`config.mk`:
```
export PLATFORM = sky130hd
export DESIGN_NAME = mdu_iter_flat
export DESIGN_NICKNAME = d
export VERILOG_FILES = /design/src/rtl/mdu_iter_pkg.sv /design/src/rtl/mdu_iter_if.sv /design/src/rtl/mdu_iter_core.sv /design/src/rtl/mdu_iter.sv /design/src/flat_wrapper.sv
export SDC_FILE = /design/constraint.sdc
export NUM_CORES = 1
export LEC_CHECK = 0
export BUFFER_PORTS_ARGS = -buffer_cell sky130_fd_sc_hd__buf_4
export CAP_MARGIN = 20
export CORE_ASPECT_RATIO = 0.9
export CORE_MARGIN = 5
export CORE_UTILIZATION = 39
export CTS_CLUSTER_SIZE = 16
export DETAILED_ROUTE_END_ITERATION = 8
export PLACE_DENSITY = 0.58
export SLEW_MARGIN = 20
export SYNTH_ARGS = -nofsm -noshare
export SYNTH_HDL_FRONTEND = slang
export SYNTH_SLANG_ARGS = --single-unit
```
`constraint.sdc`:
```
create_clock -name clk -period 12.23 [get_ports clk]
set_input_delay 1.8345 -clock clk [delete_from_list [all_inputs] [get_ports clk]]
set_output_delay 1.8345 -clock clk [all_outputs]
set_load 0.03 [all_outputs]
```
`src/rtl/mdu_iter_pkg.sv`:
```
// Shared definitions for the iterative multiply/divide unit: op codes, FSM states, defaults.
package mdu_iter_pkg;

   localparam int unsigned DefaultWidth = 32;
   localparam int unsigned DefaultCntW  = 6;

   typedef enum logic [2:0] {
      OpMult  = 3'd0,
      OpMultu = 3'd1,
      OpMadd  = 3'd2,
      OpMaddu = 3'd3,
      OpMsub  = 3'd4,
      OpMsubu = 3'd5,
      OpDiv   = 3'd6,
      OpDivu  = 3'd7
   } mdu_op_e;

   typedef enum logic [1:0] {
      StIdle = 2'd0,
      StBusy = 2'd1,
      StDone = 2'd2
   } mdu_state_e;

   function automatic logic op_is_signed(input mdu_op_e op);
      return (op == OpMult) || (op == OpMadd) || (op == OpMsub) || (op == OpDiv);
   endfunction

   function automatic logic op_is_div(input mdu_op_e op);
      return (op == OpDiv) || (op == OpDivu);
   endfunction

   function automatic logic op_is_acc(input mdu_op_e op);
      return (op == OpMadd) || (op == OpMaddu) || (op == OpMsub) || (op == OpMsubu);
   endfunction

   function automatic logic op_is_sub(input mdu_op_e op);
      return (op == OpMsub) || (op == OpMsubu);
   endfunction

endpackage

```
`src/rtl/mdu_iter_if.sv`:
```
// Request/result bundle between the execute stage and the iterative MDU.
interface mdu_iter_if import mdu_iter_pkg::*; #(
   parameter int unsigned WIDTH = DefaultWidth
);
   logic               start_i;
   logic               annul_i;
   logic [2:0]         op_i;
   logic [WIDTH-1:0]   opdata1_i;
   logic [WIDTH-1:0]   opdata2_i;
   logic [2*WIDTH-1:0] hilo_i;
   logic               busy_o;
   logic               done_o;
   logic [WIDTH-1:0]   hi_o;
   logic [WIDTH-1:0]   lo_o;
   logic               divzero_o;

   modport slave (
      input  start_i, annul_i, op_i, opdata1_i, opdata2_i, hilo_i,
      output busy_o, done_o, hi_o, lo_o, divzero_o
   );

   modport master (
      output start_i, annul_i, op_i, opdata1_i, opdata2_i, hilo_i,
      input  busy_o, done_o, hi_o, lo_o, divzero_o
   );
endinterface

```
`src/rtl/mdu_iter_core.sv`:
```
// Radix-2 iteration datapath: shift-add multiply and restoring divide on unsigned magnitudes.
module mdu_iter_core import mdu_iter_pkg::*; #(
   parameter int unsigned WIDTH = DefaultWidth
) (
   input  logic             clk,
   input  logic             rst,
   input  logic             load_i,
   input  logic             step_i,
   input  logic             div_i,
   input  logic [WIDTH-1:0] shift_i,
   input  logic [WIDTH-1:0] hold_i,
   output logic [WIDTH-1:0] acc_nxt_o,
   output logic [WIDTH-1:0] sh_nxt_o
);
   logic [WIDTH-1:0] acc_q, sh_q, hold_q;
   logic             div_q;
   logic [WIDTH:0]   sum;
   logic [WIDTH:0]   rem_sh;
   logic             rem_ge;

   // Multiply: {acc,sh} is the product register. Divide: acc is remainder, sh is quotient.
   always_comb begin
      sum    = {1'b0, acc_q} + {1'b0, hold_q};
      rem_sh = {acc_q, sh_q[WIDTH-1]};
      rem_ge = rem_sh >= {1'b0, hold_q};
      if (div_q) begin
         acc_nxt_o = rem_ge ? WIDTH'(rem_sh - {1'b0, hold_q}) : rem_sh[WIDTH-1:0];
         sh_nxt_o  = {sh_q[WIDTH-2:0], rem_ge};
      end else if (sh_q[0]) begin
         acc_nxt_o = sum[WIDTH:1];
         sh_nxt_o  = {sum[0], sh_q[WIDTH-1:1]};
      end else begin
         acc_nxt_o = {1'b0, acc_q[WIDTH-1:1]};
         sh_nxt_o  = {acc_q[0], sh_q[WIDTH-1:1]};
      end
   end

   always_ff @(posedge clk) begin
      if (rst) begin
         acc_q  <= '0;
         sh_q   <= '0;
         hold_q <= '0;
         div_q  <= 1'b0;
      end else if (load_i) begin
         acc_q  <= '0;
         sh_q   <= shift_i;
         hold_q <= hold_i;
         div_q  <= div_i;
      end else if (step_i) begin
         acc_q  <= acc_nxt_o;
         sh_q   <= sh_nxt_o;
      end
   end

endmodule

```
`src/rtl/mdu_iter.sv`:
```
// Iterative multiply/divide unit: FSM, sign handling and HI/LO accumulate around mdu_iter_core.
module mdu_iter import mdu_iter_pkg::*; #(
   parameter int unsigned WIDTH = DefaultWidth,
   parameter int unsigned CNT_W = DefaultCntW
) (
   input logic       clk,
   input logic       rst,
   mdu_iter_if.slave bus
);
   mdu_state_e         state_q, state_d;
   logic [CNT_W-1:0]   cnt_q, cnt_d;
   mdu_op_e            op_q, op_d;
   logic [2*WIDTH-1:0] hilo_q, hilo_d;
   logic               neg_q, neg_d, rem_neg_q, rem_neg_d;
   logic               divzero_q, divzero_d;
   logic [WIDTH-1:0]   hi_q, hi_d, lo_q, lo_d;

   mdu_op_e            op_in;
   logic               in_signed, in_div, div_zero, accept;
   logic [WIDTH-1:0]   mag1, mag2, acc_nxt, sh_nxt, quo, rem;
   logic [2*WIDTH-1:0] prod_mag, prod, mac;

   always_comb begin
      op_in     = mdu_op_e'(bus.op_i);
      in_signed = op_is_signed(op_in);
      in_div    = op_is_div(op_in);
      mag1      = (in_signed && bus.opdata1_i[WIDTH-1]) ? -bus.opdata1_i : bus.opdata1_i;
      mag2      = (in_signed && bus.opdata2_i[WIDTH-1]) ? -bus.opdata2_i : bus.opdata2_i;
      div_zero  = in_div && (bus.opdata2_i == '0);
      accept    = (state_q == StIdle) && bus.start_i && !bus.annul_i;
   end

   mdu_iter_core #(
      .WIDTH(WIDTH)
   ) u_core (
      .clk       (clk),
      .rst       (rst),
      .load_i    (accept && !div_zero),
      .step_i    (state_q == StBusy),
      .div_i     (in_div),
      .shift_i   (in_div ? mag1 : mag2),
      .hold_i    (in_div ? mag2 : mag1),
      .acc_nxt_o (acc_nxt),
      .sh_nxt_o  (sh_nxt)
   );

   // Final results are formed from the core's last-step value so they register on DONE entry.
   always_comb begin
      prod_mag = {acc_nxt, sh_nxt};
      prod     = neg_q ? -prod_mag : prod_mag;
      mac      = op_is_sub(op_q) ? hilo_q - prod : hilo_q + prod;
      quo      = neg_q ? -sh_nxt : sh_nxt;
      rem      = rem_neg_q ? -acc_nxt : acc_nxt;
   end

   always_comb begin
      state_d   = state_q;
      cnt_d     = cnt_q;
      op_d      = op_q;
      hilo_d    = hilo_q;
      neg_d     = neg_q;
      rem_neg_d = rem_neg_q;
      divzero_d = divzero_q;
      hi_d      = hi_q;
      lo_d      = lo_q;
      unique case (state_q)
         StIdle: begin
            divzero_d = 1'b0;
            if (accept) begin
               op_d      = op_in;
               cnt_d     = '0;
               neg_d     = in_signed && (bus.opdata1_i[WIDTH-1] ^ bus.opdata2_i[WIDTH-1]);
               rem_neg_d = in_signed && bus.opdata1_i[WIDTH-1];
               hilo_d    = op_is_acc(op_in) ? bus.hilo_i : '0;
               if (div_zero) begin
                  state_d   = StDone;
                  divzero_d = 1'b1;
                  hi_d      = bus.opdata1_i;
                  lo_d      = '1;
               end else begin
                  state_d   = StBusy;
               end
            end
         end
         StBusy: begin
            cnt_d = cnt_q + 1'b1;
            if (cnt_q == CNT_W'(WIDTH - 1)) begin
               state_d = StDone;
               cnt_d   = '0;
               if (op_is_div(op_q)) begin
                  hi_d = rem;
                  lo_d = quo;
               end else begin
                  {hi_d, lo_d} = mac;
               end
            end
         end
         StDone: begin
            state_d   = StIdle;
            divzero_d = 1'b0;
         end
         default: state_d = StIdle;
      endcase
      if (bus.annul_i && (state_q != StIdle)) begin
         state_d   = StIdle;
         cnt_d     = '0;
         divzero_d = 1'b0;
         hi_d      = hi_q;
         lo_d      = lo_q;
      end
   end

   always_ff @(posedge clk) begin
      if (rst) begin
         state_q   <= StIdle;
         cnt_q     <= '0;
         op_q      <= OpMult;
         hilo_q    <= '0;
         neg_q     <= 1'b0;
         rem_neg_q <= 1'b0;
         divzero_q <= 1'b0;
         hi_q      <= '0;
         lo_q      <= '0;
      end else begin
         state_q   <= state_d;
         cnt_q     <= cnt_d;
         op_q      <= op_d;
         hilo_q    <= hilo_d;
         neg_q     <= neg_d;
         rem_neg_q <= rem_neg_d;
         divzero_q <= divzero_d;
         hi_q      <= hi_d;
         lo_q      <= lo_d;
      end
   end

   assign bus.busy_o    = (state_q == StBusy);
   assign bus.done_o    = (state_q == StDone) && !bus.annul_i;
   assign bus.divzero_o = (state_q == StDone) && !bus.annul_i && divzero_q;
   assign bus.hi_o      = hi_q;
   assign bus.lo_o      = lo_q;

endmodule

```
`src/flat_wrapper.sv`:
```
// flat-port wrapper written by rule: the top's interface ports become plain ports
module mdu_iter_flat import mdu_iter_pkg::*;
#(
   parameter int unsigned WIDTH = DefaultWidth,
   parameter int unsigned CNT_W = DefaultCntW
)
  (clk, rst, bus_start_i, bus_annul_i, bus_op_i, bus_opdata1_i, bus_opdata2_i, bus_hilo_i, bus_busy_o, bus_done_o, bus_hi_o, bus_lo_o, bus_divzero_o);
  mdu_iter_if #(.WIDTH(WIDTH)) bus_i ();
  input logic clk;
  input logic rst;
  input wire logic [$bits(bus_i.start_i)-1:0] bus_start_i;
  input wire logic [$bits(bus_i.annul_i)-1:0] bus_annul_i;
  input wire logic [$bits(bus_i.op_i)-1:0] bus_op_i;
  input wire logic [$bits(bus_i.opdata1_i)-1:0] bus_opdata1_i;
  input wire logic [$bits(bus_i.opdata2_i)-1:0] bus_opdata2_i;
  input wire logic [$bits(bus_i.hilo_i)-1:0] bus_hilo_i;
  output wire logic [$bits(bus_i.busy_o)-1:0] bus_busy_o;
  output wire logic [$bits(bus_i.done_o)-1:0] bus_done_o;
  output wire logic [$bits(bus_i.hi_o)-1:0] bus_hi_o;
  output wire logic [$bits(bus_i.lo_o)-1:0] bus_lo_o;
  output wire logic [$bits(bus_i.divzero_o)-1:0] bus_divzero_o;
  assign bus_i.start_i = bus_start_i;
  assign bus_i.annul_i = bus_annul_i;
  assign bus_i.op_i = bus_op_i;
  assign bus_i.opdata1_i = bus_opdata1_i;
  assign bus_i.opdata2_i = bus_opdata2_i;
  assign bus_i.hilo_i = bus_hilo_i;
  assign bus_busy_o = bus_i.busy_o;
  assign bus_done_o = bus_i.done_o;
  assign bus_hi_o = bus_i.hi_o;
  assign bus_lo_o = bus_i.lo_o;
  assign bus_divzero_o = bus_i.divzero_o;
  mdu_iter #(.WIDTH(WIDTH), .CNT_W(CNT_W)) u_core (.clk(clk), .rst(rst), .bus(bus_i));
endmodule
```
== Word-level counts from Yosys, hierarchy flattened ==
Cells that the tools add are included.

* Register bits: 239
* Input port bits: 135
* Output and inout port bits: 67

* Add/subtract/negate cells: 10
* Magnitude comparators: 1
* Eq/ne operators: 16
* Multiplexer cells: 36
* Bitwise gates (word level): 2
* Reductions and logical operators: 34

{| class="wikitable"
|+ Operators with widths
! operator !! number
|-
| two-way mux 32 bit || 21
|-
| two-way mux 64 bit || 3
|-
| negator 32 bit || 4
|-
| case mux 32 bit (2 select lines) || 2
|-
| adder 64 bit || 1
|-
| negator 64 bit || 1
|-
| subtractor 64 bit || 1
|-
| adder 32 x 32 -> 33 bit || 1
|-
| >= comparator 33 x 32 -> 1 bit || 1
|-
| logical NOT 32 bit || 1
|-
| subtractor 32 bit || 1
|-
| equality test 3 bit (second input constant) || 8
|-
| two-way mux 6 bit || 2
|-
| case mux 6 bit (2 select lines) || 1
|-
| logical AND 1 bit || 10
|-
| logical OR 1 bit || 9
|-
| nonzero test 2 bit || 4
|-
| adder 6 x 1 -> 6 bit (second input constant) || 1
|-
| equality test 3 x 2 -> 1 bit (second input constant) || 2
|-
| equality test 6 x 5 -> 1 bit (second input constant) || 1
|-
| two-way mux 2 bit || 3
|-
| inequality test 2 x 1 -> 1 bit (second input constant) || 3
|-
| AND reduction 2 bit || 3
|-
| AND reduction 5 bit || 1
|-
| 11 further kinds || 14
|}

== Logic depth before layout (Yosys ltp) ==
Gate-level depths: netlist of run 1.

* Depth after elaboration: 10
* Mapped depth: 42
* Gate-level depth less buffers: 39

== By module ==
A second synthesis of run 1 with hierarchy kept.

* Cell total of the unflattened synthesis: 3,337
* Area, all modules: 24,533.5 µm²

{| class="wikitable"
|+ Modules (own cells, without submodules)
! module !! instances !! cells an instance !! area an instance (µm²) !! sequential area each (µm²)
|-
| mdu_iter || 1 || 2,179 || 15,680.0 || 2,822.7
|-
| mdu_iter_core || 1 || 1,158 || 8,853.5 || 1,941.9
|}

== Least setup slack after synthesis of run 1 ==
Ideal clock, no wire load.

* Path type: register to register
* Start: reg u_core.u_core.hold_q[5]
* End: reg u_core.hi_q[29], in the netlist u_core.bus.hi_o[29]
* Library setup time: 87 ps
* Data arrival time: 9,202 ps
* Data required time: 12,143 ps
* Slack: 2,941 ps
* Stages on the path, launching flop included: 43
* Path buffers: 3
* Period minus slack after synthesis: 9,289 ps
* Cells stage by stage: dfxtp_1 inv_1 ha_1 a21o_1 a21o_1 a211o_1 buf_6 a221o_1 o21ai_2 buf_6 buf_4 nand2_1 o21a_1 inv_1 ha_1 nor3b_1 o221ai_1 or2_2 [7 not listed] o21a_1 xor2_1 ha_1 a21o_1 a21o_1 a21oi_1 o21ai_0 a21o_1 a221oi_1 o21ai_0 a31o_2 a211oi_1 nor2_1 a41o_1 a221oi_1 xnor2_1 a21oi_1 o31ai_1

* Word-level cells in the longest chain between the ends: 10
* Elaborated cells on any way between the ends: 17
* Classes of those cells: 6 x add/sub; 1 x order compare; 10 x mux

{| class="wikitable"
|+ Ends and longest elaborated chain
! item !! RTL line !! text
|-
| start: declaration || mdu_iter_core.sv:15 || <nowiki>logic [WIDTH-1:0] acc_q, sh_q, hold_q;</nowiki>
|-
| start signal: assignment || mdu_iter_core.sv:47 || <nowiki>hold_q <= hold_i;</nowiki>
|-
| adder 32 x 32 -> 33 bit (tied with other cells) || mdu_iter_core.sv:23 || <nowiki>sum = {1'b0, acc_q} + {1'b0, hold_q};</nowiki>
|-
| two-way mux 32 bit, on equally long branches || mdu_iter_core.sv:29, mdu_iter_core.sv:27 ||
|-
| two-way mux 32 bit || mdu_iter_core.sv:26 || <nowiki>if (div_q) begin</nowiki>
|-
| negator 64 bit || mdu_iter.sv:50 || <nowiki>prod = neg_q ? -prod_mag : prod_mag;</nowiki>
|-
| two-way mux 64 bit || mdu_iter.sv:50 ||
|-
| adder 64 bit or subtractor 64 bit (tied branches) || mdu_iter.sv:51 || <nowiki>mac = op_is_sub(op_q) ? hilo_q - prod : hilo_q + prod;</nowiki>
|-
| two-way mux 64 bit || mdu_iter.sv:51 ||
|-
| two-way mux 32 bit * || mdu_iter.sv:90 || <nowiki>if (op_is_div(op_q)) begin</nowiki>
|-
| two-way mux 32 bit * || mdu_iter.sv:87 || <nowiki>if (cnt_q == CNT_W'(WIDTH - 1)) begin</nowiki>
|-
| case mux 32 bit (2 select lines) * || mdu_iter.sv:66 || <nowiki>unique case (state_q)</nowiki>
|-
| end signal: assignment || mdu_iter.sv:132 || <nowiki>hi_q <= hi_d;</nowiki>
|-
| end: declaration || mdu_iter.sv:16 || <nowiki>logic [WIDTH-1:0] hi_q, hi_d, lo_q, lo_d;</nowiki>
|}

Mark *: on every way between the ends. The rest lies on a longest branch, timed or not. The select of a mux whose other input is x is not followed.
A chain may end at the register's enable or synchronous reset.

== Worst setup path in the final report of run 1 ==
* Start: reg u_core.u_core.acc_q[4]
* End: reg u_core.hi_q[29], in the netlist u_core.bus.hi_o[29]

* Word-level cells in the longest chain between the ends: 10
* Elaborated cells on any way between the ends: 17
* Classes of those cells: 6 x add/sub; 1 x order compare; 10 x mux

{| class="wikitable"
|+ Ends and longest elaborated chain
! item !! RTL line !! text
|-
| start: declaration || mdu_iter_core.sv:15 ||
|-
| start signal: assignment || mdu_iter_core.sv:50 || <nowiki>acc_q <= acc_nxt_o;</nowiki>
|-
| adder 32 x 32 -> 33 bit (tied with other cells) || mdu_iter_core.sv:23 ||
|-
| two-way mux 32 bit, on equally long branches || mdu_iter_core.sv:29, mdu_iter_core.sv:27 ||
|-
| two-way mux 32 bit || mdu_iter_core.sv:26 ||
|-
| negator 64 bit || mdu_iter.sv:50 ||
|-
| two-way mux 64 bit || mdu_iter.sv:50 ||
|-
| adder 64 bit or subtractor 64 bit (tied branches) || mdu_iter.sv:51 ||
|-
| two-way mux 64 bit || mdu_iter.sv:51 ||
|-
| two-way mux 32 bit * || mdu_iter.sv:90 ||
|-
| two-way mux 32 bit * || mdu_iter.sv:87 ||
|-
| case mux 32 bit (2 select lines) * || mdu_iter.sv:66 ||
|}

Marked as above.

==> results of run 1 <==
-- metal layers --
metal,part of all wire,vias up,wire (um),global-route usage
met5,0.00014,-,13,0
met4,0.034,2,3300,0.0813
met3,0.085,130,8200,0.0351
met2,0.43,1147,41500,0.419
met1,0.45,12341,43200,0.393
li1,-,12651,-,-
-- worst max path at each step --
stage,endpoint,slack (ps),cells after the start
after floorplan,u_core.bus.hi_o[29]$_SDFFE_PP0P_,2940,42
after global placement,u_core.bus.hi_o[29]$_SDFFE_PP0P_,2160,38
after detailed placement,u_core.bus.hi_o[29]$_SDFFE_PP0P_,1910,39
after CTS,u_core.bus.hi_o[29]$_SDFFE_PP0P_,1850,39
after global routing,u_core.bus.hi_o[29]$_SDFFE_PP0P_,820,38
final,u_core.bus.hi_o[29]$_SDFFE_PP0P_,1760,38
-- power groups by stage --
stage | Combinational, mW | Clock, mW | Sequential (mW)
after floorplan | 0.891 | 0 | 0.876
after global placement | 1.28 | 0 | 0.871
after detailed placement | 1.27 | 0 | 0.871
after CTS | 1.28 | 0.950 | 0.854
after global routing | 1.41 | 0.977 | 0.860
final | 1.30 | 0.932 | 0.855
-- cell families (layout without fill, tap and decap cells) --
family          Yosys count  after routing  synth area share
buf+inv                 297            399            0.0482
flops                   238            238             0.197
xor+xnor                287            287             0.104
compound gates         1132           1132             0.312
simple gates           1254           1254             0.241
fa+ha+maj               136            136            0.0711
other cells               0              2                 0
mux                      63             63            0.0268
-- synth_stat cells (70+ instances only) --
| library cell | instances | area [um2] |
|---|---|---|
| dfxtp_1 | 238 | 4760 |
| nor3_1 | 78 | 390 |
| a21oi_1 | 305 | 1530 |
| clkbuf_1 | 167 | 627 |
| o21ai_0 | 187 | 936 |
| inv_1 | 86 | 323 |
| o211ai_1 | 106 | 796 |
| a21o_1 | 71 | 533 |
| xor2_1 | 124 | 1090 |
| nor2_1 | 392 | 1470 |
| nand2_1 | 396 | 1490 |
| ha_1 | 133 | 1660 |
| a211oi_1 | 70 | 526 |
| xnor2_1 | 162 | 1420 |
| nand3_1 | 83 | 415 |
-- worst max-delay path: cells and delay by family (launching register included) --
family / cells / cell delay [ps]
compound gates: 23 / 5670
xor+xnor: 3 / 690
fa+ha+maj: 3 / 900
buf+inv: 2 / 270
flops: 1 / 420
simple gates: 7 / 2450
-- cell type report --
type	count	area, um2	share of cell area
Antenna cell	2	5.00	0.000182
Multi-Input combinational cell	2872	18400	0.669
Inverter	89	335	0.0122
Tap cell	836	1050	0.0381
Clock buffer	35	758	0.0276
Clock inverter	18	239	0.00871
Sequential cell	238	4770	0.174
Timing Repair Buffer	257	1930	0.0704
-- metrics by stage --
| stage | worst slack (ps) | hold WS [ps] | instances | area (um2) | utilization |
|---|---|---|---|---|---|
| 5_1_grt | 819 | 475 | 4345 | 27400 | 0.447 |
| 3_5_place_dp | 1910 | 447 | 4292 | 26400 | 0.430 |
| 3_3_place_gp | 2160 | 446 | 4292 | 26400 | 0.430 |
| 6_report | 1760 | 455 | 4347 | 27500 | 0.447 |
| 2_1_floorplan | 2940 | 449 | 3407 | 24200 | - |
| 4_1_cts | 1850 | 458 | 4345 | 27400 | 0.447 |
-- registers in the layout (all words and copies together), names as in the netlist --
signal                count
u_core.op_q               2
u_core.u_core.acc_q      32
u_core.u_core.hold_q     32
u_core.u_core.sh_q       32
u_core.bus.hi_o          32
u_core.u_core.div_q       1
u_core.state_q            2
u_core.divzero_q          1
u_core.neg_q              1
u_core.hilo_q            64
u_core.bus.lo_o          32
u_core.rem_neg_q          1
u_core.cnt_q              6
==> run summary, run 1 <==
outcome -> finished, final reports clean
routed wire length -> 96200 um
DRC violations left -> 0
startpoint types -> register
Worst IR Drop VDD -> 0.112 mV
Worst R2R Start -> u_core.u_core.acc_q[4]$_SDFFE_PP0P_
Tot Pwr -> 3.09 mW
Tcrit/Tclk final -> 0.856
library cells used by synthesis -> 105
IO buf count -> 201
Max-slew headroom -> 0.230
syn nets -> 3678
Switching Share -> 0.406
clk_lat worst skew -> 600 ps
vias per cell -> 6.04
worst-path maximum fanout -> 8
Worst path most repeated cell -> a21o_1
routability-driven placement congestion ratio -> 0.980
Critical Path Start -> u_core.u_core.acc_q[4]$_SDFFE_PP0P_
post-detail-place hpwl -> 73900 um
vias in the first global route -> 23639
clock share of power -> 0.302
die area -> 67300 um2
crit path DAT -> 10970 ps
slowest stage cell on the critical path -> or4b_1
Cell Area, Synth -> 24200 um2
RSZ-0062 raised after global routing -> no
CTS resizes -> 0
Post-CTS Setup Bufs -> 0
core region area -> 61400 um2
via total after detailed routing -> 26271
proportion of layout cells with a drive suffix above 1 -> 0.111
most frequent cells in the layout -> 394 x nand2_1, 389 x nor2_1, 305 x a21oi_1
Initial DRC Count -> 2585
Mapped Cells -> 3407
Power Internal -> 1.83 mW
yosys warns -> 0
TritonCTS clock tree -> built
Root Buffer -> clkbuf_16
CP max stage delay -> 650 ps
CP endpoint kind -> register
Post-synth top flop -> dfxtp_1
Final Hold Violating Endpoints -> 0
Initial Util -> 0.395
DR WL/cell -> 22.1 um
H-tree levels -> 1
Area growth syn-to-layout -> 13.2%
final slew viol count -> 0
#FFs+latches synth -> 238
Chip Height -> 247 um
CTS buffer count -> 29
largest net degree at the start of global routing -> 80
overall routing resource usage -> 0.271
IO Count -> 202
sequential area share after synthesis -> 0.197
# fillers -> 6516
hold buffers post-CTS -> 0
Clock Pin Slew Worst Setup and Hold Paths -> 60 ps
layout net count -> 3758
hold depth -> 2
Setup Skew -> 30.5 ps
grt ovf -> 0
clock sink count -> 238
antenna violations before repair -> 2
die span in x -> 273 um
fmax -> 95.5 MHz
Worst-Margin Slew -> 1150 ps
FF-to-FF End -> u_core.bus.hi_o[29]$_SDFFE_PP0P_
min cycle time layout -> 10470 ps
Worst EP required -> 12730 ps
Hold Path End -> u_core.bus.hi_o[1]$_SDFFE_PP0P_
leading cell type in the layout, fill and taps excluded -> nand2_1
Post-synth EDFFs -> 0
maximum root-to-sink buffer count -> 3
setup slack, reg-to-reg -> 1760 ps
Reg2Reg Depth -> 38
row count -> 86
Hold Startpoint -> u_core.bus.hi_o[1]$_SDFFE_PP0P_
asr flop ratio synth -> 0
first drt pass iteration count -> 6
Syn Area/Cell -> 7.12 um2
Max Cap Viol -> 0
pwr dens -> 112 nW/um2
leakage power -> 11.0 nW
worst setup path class -> reg -> reg
Logic pwr share -> 0.421
Sequential Power Share -> 0.277
Switching Power -> 1.25 mW
first-pass GRT wire length -> 145000 um
post-route ant nets -> 0
setup violators final -> 0
Hold Crit Class -> reg -> reg
Setup TNS -> 0 ps
(Power assumes the default switching activity.)
==> run 2, diff against run 1 <==
--- a/config.mk
+++ b/config.mk
@@ -7,7 +7,6 @@
 export LEC_CHECK = 0
 export BUFFER_PORTS_ARGS = -buffer_cell sky130_fd_sc_hd__buf_4
 export CAP_MARGIN = 20
-export CORE_ASPECT_RATIO = 0.9
 export CORE_MARGIN = 5
 export CORE_UTILIZATION = 39
 export CTS_CLUSTER_SIZE = 16
==> run 2 against run 1 <==
Net effect: utilization barely moved; first-iteration DRC count fell by 11%; global-route usage rose by 1.7 points; sequential power barely moved; largest cell class unchanged; power rose by 4.0%; largest power group unchanged; critical path depth did not move; critical endpoint unchanged.
==> run summary, run 2 (synthesized netlist as in run 1, its figures left out) <==
startpoint types -> register
via total after detailed routing -> 26483
Setup WS pre-CTS -> 1890 ps
first drt pass iteration count -> 6
vias per cell -> 6.10
most frequent cells in the layout -> 394 x nand2_1, 388 x nor2_1, 305 x a21oi_1
IO Count -> 202
routed wire length -> 102000 um
hold buffers post-CTS -> 0
Hold Crit Class -> reg -> reg
pwr dens -> 117 nW/um2
post-route worst setup slack -> 1780 ps
IO buf count -> 201
Area growth syn-to-layout -> 13.6%
Logic pwr share -> 0.414
routability-driven placement congestion ratio -> 1.02
Largest register FFs -> 64
DR WL/cell -> 23.5 um
H-tree levels -> 1
die area -> 67200 um2
Max-slew headroom -> 0.225
Initial DRC Count -> 2310
clock sink count -> 238
overall routing resource usage -> 0.288
row count -> 91
Power Internal -> 1.89 mW
maximum root-to-sink buffer count -> 3
post-detail-place hpwl -> 78700 um
Sequential Power Share -> 0.267
leakage power -> 11.1 nW
Tot Pwr -> 3.21 mW
CTS resizes -> 0
setup slack, reg-to-reg -> 1780 ps
placed insts -> 4285
layout net count -> 3752
core region area -> 61600 um2
Worst IR Drop VDD -> 0.115 mV
Biggest register -> u_core.hilo_q
crit path DAT -> 10960 ps
Post-CTS Setup Bufs -> 0
Final Hold Violating Endpoints -> 0
min cycle time layout -> 10450 ps
Worst-Margin Slew -> 1160 ps
RSZ-0062 raised after global routing -> no
final slew viol count -> 0
leading cell type in the layout, fill and taps excluded -> nand2_1
die span in x -> 259 um
post-route ant nets -> 0
Setup Skew -> 24.1 ps
TritonCTS clock tree -> built
grt ovf -> 0
largest net degree at the start of global routing -> 83
CP endpoint kind -> register
Max Cap Viol -> 0
fmax -> 95.7 MHz
vias in the first global route -> 25018
clock share of power -> 0.319
Root Buffer -> clkbuf_16
Final Cell Area -> 27500 um2
Switching Power -> 1.32 mW
# fillers -> 6537
Worst EP required -> 12740 ps
Placement Cell Area -> 26400 um2
setup violators final -> 0
first-pass GRT wire length -> 154000 um
worst setup path class -> reg -> reg
Hold Slack -> 465 ps
Initial Util -> 0.394
Chip Height -> 259 um
Clock Pin Slew Worst Setup and Hold Paths -> 60 ps
antenna violations before repair -> 2
Setup TNS -> 0 ps
clk_lat worst skew -> 610 ps
CP max stage delay -> 660 ps
outcome -> finished, final reports clean
proportion of layout cells with a drive suffix above 1 -> 0.112
slowest stage cell on the critical path -> or4b_1
DRC violations left -> 0
Tcrit/Tclk final -> 0.855
CTS buffer count -> 31
Finished Core Util -> 0.447
Final Non-Filler Cells -> 4343
worst-path maximum fanout -> 8
Switching Share -> 0.410
-- run 2: cell types whose count changed in the layout (fill, tap and decap cells not counted), sizes merged --
cell / delta
buf: -8
inv: +2
bufinv: +1
clkbuf: +1
clkinv: -1
clkinvlp: +1
diode: -1
-- run 2: final timing paths --
path / from / end / cells after the start
max reg2reg: u_core.u_core.acc_q[3]$_SDFFE_PP0P_ / u_core.bus.hi_o[29]$_SDFFE_PP0P_ / 38
min reg2reg: u_core.bus.hi_o[1]$_SDFFE_PP0P_ / u_core.bus.hi_o[1]$_SDFFE_PP0P_ / 2
min: u_core.bus.hi_o[1]$_SDFFE_PP0P_ / u_core.bus.hi_o[1]$_SDFFE_PP0P_ / 2
max: u_core.u_core.acc_q[3]$_SDFFE_PP0P_ / u_core.bus.hi_o[29]$_SDFFE_PP0P_ / 38
-- run 2: final cells by class --
class / instances / area, um2 / share of cell area
multi-input combinational: 2872 / 18400 / 0.667
timing repair buffer: 249 / 1890 / 0.0685
clock inverter: 21 / 290 / 0.0105
tap: 837 / 1050 / 0.0380
sequential: 238 / 4770 / 0.173
antenna: 1 / 2.50 / 0.0000909
inverter: 89 / 335 / 0.0122
clock buffer: 36 / 825 / 0.0300
-- run 2: critical path, delay by kind of cell (launching register included) --
| family | cells | cell delay (ps) |
|---|---|---|
| compound gates | 21 | 5150 |
| simple gates | 9 | 2820 |
| fa+ha+maj | 3 | 920 |
| xor+xnor | 3 | 670 |
| flops | 1 | 520 |
| buf+inv | 2 | 260 |
-- run 2: routing by layer --
| metal | global-route usage | vias to the layer above | share of wire |
|---|---|---|---|
| met5 | 0 | - | 0.000069 |
| met4 | 0.115 | 2 | 0.048 |
| met3 | 0.0525 | 218 | 0.081 |
| met2 | 0.467 | 1081 | 0.45 |
| met1 | 0.381 | 12560 | 0.42 |
| li1 | - | 12622 | - |
-- run 2: power by group through the flow --
stage,Combinational [mW],Clock [mW],Sequential (mW)
3_5_place_dp,1.30,0,0.874
6_report,1.33,1.02,0.858
5_1_grt,1.44,1.07,0.863
4_1_cts,1.31,1.04,0.857
2_1_floorplan,0.891,0,0.876
3_3_place_gp,1.30,0,0.874
